<file path="src/rtl/dp_ctrl.sv">
// dp_ctrl: fill-then-copy transfer controller for a two-memory datapath.
// Each transfer fills memory A with DEPTH words accepted from the source.
// It then copies A into B, one word per COPY_WR/COPY_INC pair.
// All outputs are decoded combinationally from the state and the inputs.
// Optional feature macro: DP_CTRL_ABORT_EN adds an abort input that
// cancels an in-progress transfer.
module dp_ctrl #(
  parameter int DEPTH = 8
) (
  input  logic clk,
  input  logic rst,
  input  logic start,
  input  logic in_valid,
`ifdef DP_CTRL_ABORT_EN
  input  logic abort,
`endif
  output logic in_ready,
  output logic dp_clr,
  output logic WEA,
  output logic incA,
  output logic WEB,
  output logic incB,
  output logic busy,
  output logic done
);

  localparam int CW = (DEPTH > 1) ? $clog2(DEPTH) : 1;
  localparam logic [CW-1:0] LAST = CW'(DEPTH - 1);

  typedef enum logic [2:0] {
    IDLE,
    FILL,
    COPY_WR,
    COPY_INC,
    DONE
  } state_t;

  state_t        state_reg, state_next;
  logic [CW-1:0] fill_cnt_reg, fill_cnt_next;
  logic [CW-1:0] copy_cnt_reg, copy_cnt_next;
  logic          abort_req;

`ifdef DP_CTRL_ABORT_EN
  assign abort_req = abort;
`else
  assign abort_req = 1'b0;
`endif

  // State and counter registers with synchronous reset.
  always_ff @(posedge clk) begin
    if (rst) begin
      state_reg    <= IDLE;
      fill_cnt_reg <= '0;
      copy_cnt_reg <= '0;
    end else begin
      state_reg    <= state_next;
      fill_cnt_reg <= fill_cnt_next;
      copy_cnt_reg <= copy_cnt_next;
    end
  end

  // Next-state, counter update and output decode.
  always_comb begin
    state_next    = state_reg;
    fill_cnt_next = fill_cnt_reg;
    copy_cnt_next = copy_cnt_reg;
    in_ready      = 1'b0;
    dp_clr        = 1'b0;
    WEA           = 1'b0;
    incA          = 1'b0;
    WEB           = 1'b0;
    incB          = 1'b0;
    busy          = 1'b0;
    done          = 1'b0;

    case (state_reg)
      IDLE: begin
        if (start) begin
          dp_clr        = 1'b1;
          state_next    = FILL;
          fill_cnt_next = '0;
          copy_cnt_next = '0;
        end
      end

      FILL: begin
        busy = 1'b1;
        if (abort_req) begin
          dp_clr        = 1'b1;
          state_next    = IDLE;
          fill_cnt_next = '0;
          copy_cnt_next = '0;
        end else begin
          in_ready = 1'b1;
          WEA      = in_valid;
          incA     = in_valid;
          if (in_valid) begin
            if (fill_cnt_reg == LAST) begin
              // Address A has wrapped back to 0, ready for the copy reads.
              fill_cnt_next = '0;
              state_next    = COPY_WR;
            end else begin
              fill_cnt_next = fill_cnt_reg + 1'b1;
            end
          end
        end
      end

      COPY_WR: begin
        busy = 1'b1;
        if (abort_req) begin
          dp_clr        = 1'b1;
          state_next    = IDLE;
          fill_cnt_next = '0;
          copy_cnt_next = '0;
        end else begin
          WEB        = 1'b1;
          state_next = COPY_INC;
        end
      end

      COPY_INC: begin
        busy = 1'b1;
        if (abort_req) begin
          dp_clr        = 1'b1;
          state_next    = IDLE;
          fill_cnt_next = '0;
          copy_cnt_next = '0;
        end else begin
          incA = 1'b1;
          incB = 1'b1;
          if (copy_cnt_reg == LAST) begin
            copy_cnt_next = '0;
            state_next    = DONE;
          end else begin
            copy_cnt_next = copy_cnt_reg + 1'b1;
            state_next    = COPY_WR;
          end
        end
      end

      DONE: begin
        done       = 1'b1;
        state_next = IDLE;
      end

      default: begin
        state_next = IDLE;
      end
    endcase

    // Reset overrides the decode: only the datapath clear stays active.
    if (rst) begin
      in_ready = 1'b0;
      dp_clr   = 1'b1;
      WEA      = 1'b0;
      incA     = 1'b0;
      WEB      = 1'b0;
      incB     = 1'b0;
      busy     = 1'b0;
      done     = 1'b0;
    end
  end

endmodule

</file>
<file path="config.mk">
export PLATFORM = sky130hd
export DESIGN_NAME = dp_ctrl
export DESIGN_NICKNAME = d
export VERILOG_FILES = /design/src/rtl/dp_ctrl.sv
export SDC_FILE = /design/constraint.sdc
export NUM_CORES = 1
export LEC_CHECK = 0
export ABC_AREA = 0
export CAP_MARGIN = 20
export CORE_MARGIN = 4
export CORE_UTILIZATION = 40
export DETAILED_ROUTE_END_ITERATION = 10
export DONT_BUFFER_PORTS = 1
export GPL_TIMING_DRIVEN = 0
export PLACE_DENSITY = 0.55
export SYNTH_ARGS = -nofsm -noshare
export SYNTH_HDL_FRONTEND = slang
export SYNTH_SLANG_ARGS = --single-unit
</file>
<file path="constraint.sdc">
create_clock -name clk -period 2.8 [get_ports clk]
set_clock_uncertainty 0.1 [all_clocks]
set_input_delay 0.56 -clock clk [delete_from_list [all_inputs] [get_ports clk]]
set_output_delay 0.56 -clock clk [all_outputs]
set_load 0.02 [all_outputs]
</file>
==> flow_metrics.py <==
metrics = {
    "final_layout": {
        "layout_commonest_cell": "dfxtp_1",
        "final_core_util_pct": 46.0,
        "fin_nets": 70,
        "final_layout_size_suffix_gt1_share_pct": 21.3,
        "fin_cells": 76,
        "nFillCells": 132,
        "syn2layout_area_growth_pct": 8.04,
        "final_cell_mix": "dfxtp_1, nand2_1, nand2b_1, ha_1",
        "antenna_cells": 0,
    },
    "grt": {
        "antenna_found_initial": 0,
        "grt_overflow": 0,
        "grt_pass1_vias": 404,
        "grt_usage_pct": 12.3,
        "grt_pass1_wl_um": 1740,
        "grt_max_degree": 11,
    },
    "synth": {
        "yosys.area_share.simple_pct": 35.3,
        "synth_fa_ha_area_share_pct": 8.93,
        "netlist.area_leader.share_pct": 32.1,
        "ys_types": 28,
        "yosys_warnings": 0,
        "synth_xor_area_share_pct": 0,
        "synth_area_um2": 561,
        "synth_top_family_by_area": "simple AND/OR/NAND/NOR gates",
        "synth_seq_cells": 9,
        "synth.mux.area_fraction_pct": 7.37,
        "ys_seq_area_share_pct": 32.1,
        "yosys.area.top_type": "dfxtp_1",
        "syn_inst": 57,
        "synth_compound_area_share_pct": 10.0,
        "syn_avg_cell_area_um2": 9.83,
        "syn_nets": 65,
        "ys_top_cells_by_area": "dfxtp_1, ha_1, mux2i_1",
    },
    "sta": {
        "max_slew.worst_pin.slew_ns": 0.998,
        "rsz0062_at_grt": "no",
        "fin_crit_ns": 2.28,
        "tns_ns": 0,
        "hold_viol": 0,
        "period_share_pct": 81.4,
        "fmax_mhz": 439,
        "drv_slew": 0,
        "maxSlewHeadroom_pct": 32.5,
        "setup-violations-final": 0,
    },
    "power": {
        "p_leak_nw": 0.260,
        "ir_drop_v": 0.000181,
        "powerDensity_mw_per_mm2": 470,
        "fin_total_pwr_w": 0.000285,
    },
    "clocking": {
        "post_cts_buffers": 0,
        "clock_latency_ns": 0.27,
        "cts_buffers": 3,
        "cts_root_buf": "clkbuf_4",
        "clkTransAtPathRegs_ns": 0.06,
        "cts.sinks": 9,
        "htree_levels": 1,
        "cts_hold_buf": 0,
        "cts_tree": "done",
        "cts.path.max_buffers": 2,
        "cts-resized-gates": 0,
    },
    "route": {
        "drt_iter0_drc": 8,
        "ant_nets": 0,
        "drc": 0,
        "vias": 407,
        "wl_um": 1050,
        "vias_per_cell": 5.36,
        "wl_per_cell_um": 13.8,
        "first_pass_iters": 4,
    },
    "worst_hold_path": {
        "min_from": "copy_cnt_reg[2]$_SDFFE_PP0P_",
        "hold_depth": 1,
        "hold-path-endpoint": "copy_cnt_reg[2]$_SDFFE_PP0P_",
        "hold_path_class": "register to register",
    },
    "status": {
        "status": "complete, no violations",
    },
    "setup_path": {
        "slowest_delay_ns": 0.81,
        "cp_cell_sequence": "buf_4, nor4b_1",
        "critPathKind": "register to output pin",
        "r2r_start": "state_reg[0]$_SDFFE_PP0P_",
        "reg2reg_to": "state_reg[1]$_SDFFE_PP0P_",
        "crit_arrival_ns": 1.62,
        "critPathSlowestCell": "nor4b_1",
        "reg2reg_slack_ns": 1.28,
        "critPathMaxFanout": 10,
        "r2r.worst_path.cells": 4,
        "crit_path_end_kind": "output pin",
        "crit_path_start_kind": "register",
        "cp.required_ns": 2.14,
    },
    "run": {
        "drv_cap": 0,
    },
    "die": {
        "core_mm2": 0.00132,
        "rows": 13,
        "dieArea_mm2": 0.00206,
        "io-pin-count": 12,
        "fp.dieH_um": 45.4,
        "die_x_um": 45.4,
        "start_util_pct": 42.5,
    },
    "placed_design": {
        "portBuffers": 0,
        "hpwl_um": 788,
        "routabilityCongestion": 0.777,
        "post-place-cells": 72,
    },
}
-- power by group --
part,switching [W],leakage (nW),internal (W)
clock network,0.0000458,0.0150,0.0000549
logic,0.0000290,0.172,0.0000202
registers,0.00000278,0.0730,0.000132
total,0.0000776,0.260,0.000207
-- cell families after synthesis --
kind of cell | Yosys count
mux | 4
simple gates | 30
flops | 9
fa+ha+maj | 4
buf+inv | 4
compound gates | 6
-- per-layer routing --
metal / vias up / GRT usage (%) / wire, um
met3: 3 / 9.49 / 103
met4: 0 / 5.26 / 11
met1: 178 / 13.7 / 494
met2: 11 / 17.3 / 441
met5: - / 0 / 0
li1: 215 / - / -
-- stage by stage --
stage,setup WS [ns],hold slack [ns],instance area [um^2]
3_5_place_dp,0.531,0.368,579
2_1_floorplan,0.656,0.349,561
5_1_grt,0.381,0.403,606
3_3_place_gp,0.541,0.368,579
4_1_cts,0.482,0.385,606
6_report,0.521,0.380,606
-- synth_stat cells --
cell / number
nand2_1: 4
nor3_1: 2
a21o_1: 1
dfxtp_1: 9
buf_2: 1
nor2_2: 1
nand2b_1: 4
or2_1: 1
mux2i_1: 3
nor4_1: 1
a211oi_2: 1
buf_4: 1
nor4b_4: 1
nor3_2: 1
a21boi_2: 1
and2b_1: 1
nand3b_1: 1
and3b_1: 1
ha_1: 4
buf_6: 2
a22o_1: 2
nor4b_1: 3
mux2_2: 1
nand3_1: 3
nor2_1: 3
a211oi_1: 1
and3_1: 1
and2_1: 2
-- layout make-up --
| class | count | area (um^2) | share of cell area, % |
|---|---|---|---|
| multi-input combinational | 44 | 345 | 57.0 |
| clock buffer | 4 | 26.3 | 4.34 |
| sequential | 9 | 180 | 29.8 |
| buffer | 4 | 35.0 | 5.79 |
| tap | 15 | 18.8 | 3.10 |
-- critical path: cells and delay by family (launching register included) --
family	cells	cell delay, ns
and+or+nand+nor	1	0.81
buffers and inverters	1	0.18
DFF	1	0.36
-- worst max-delay path by stage --
stage / end / cells after the start / startpoint / slack (ns)
after CTS: incA / 2 / state_reg[0]$_SDFFE_PP0P_ / 0.48
final: incA / 2 / state_reg[0]$_SDFFE_PP0P_ / 0.52
after global routing: incA / 2 / state_reg[0]$_SDFFE_PP0P_ / 0.38
after global placement: incA / 2 / rst / 0.54
after floorplan: incA / 2 / rst / 0.66
after detailed placement: incA / 2 / rst / 0.53
Note: power is estimated with default switching activity, not from simulation.
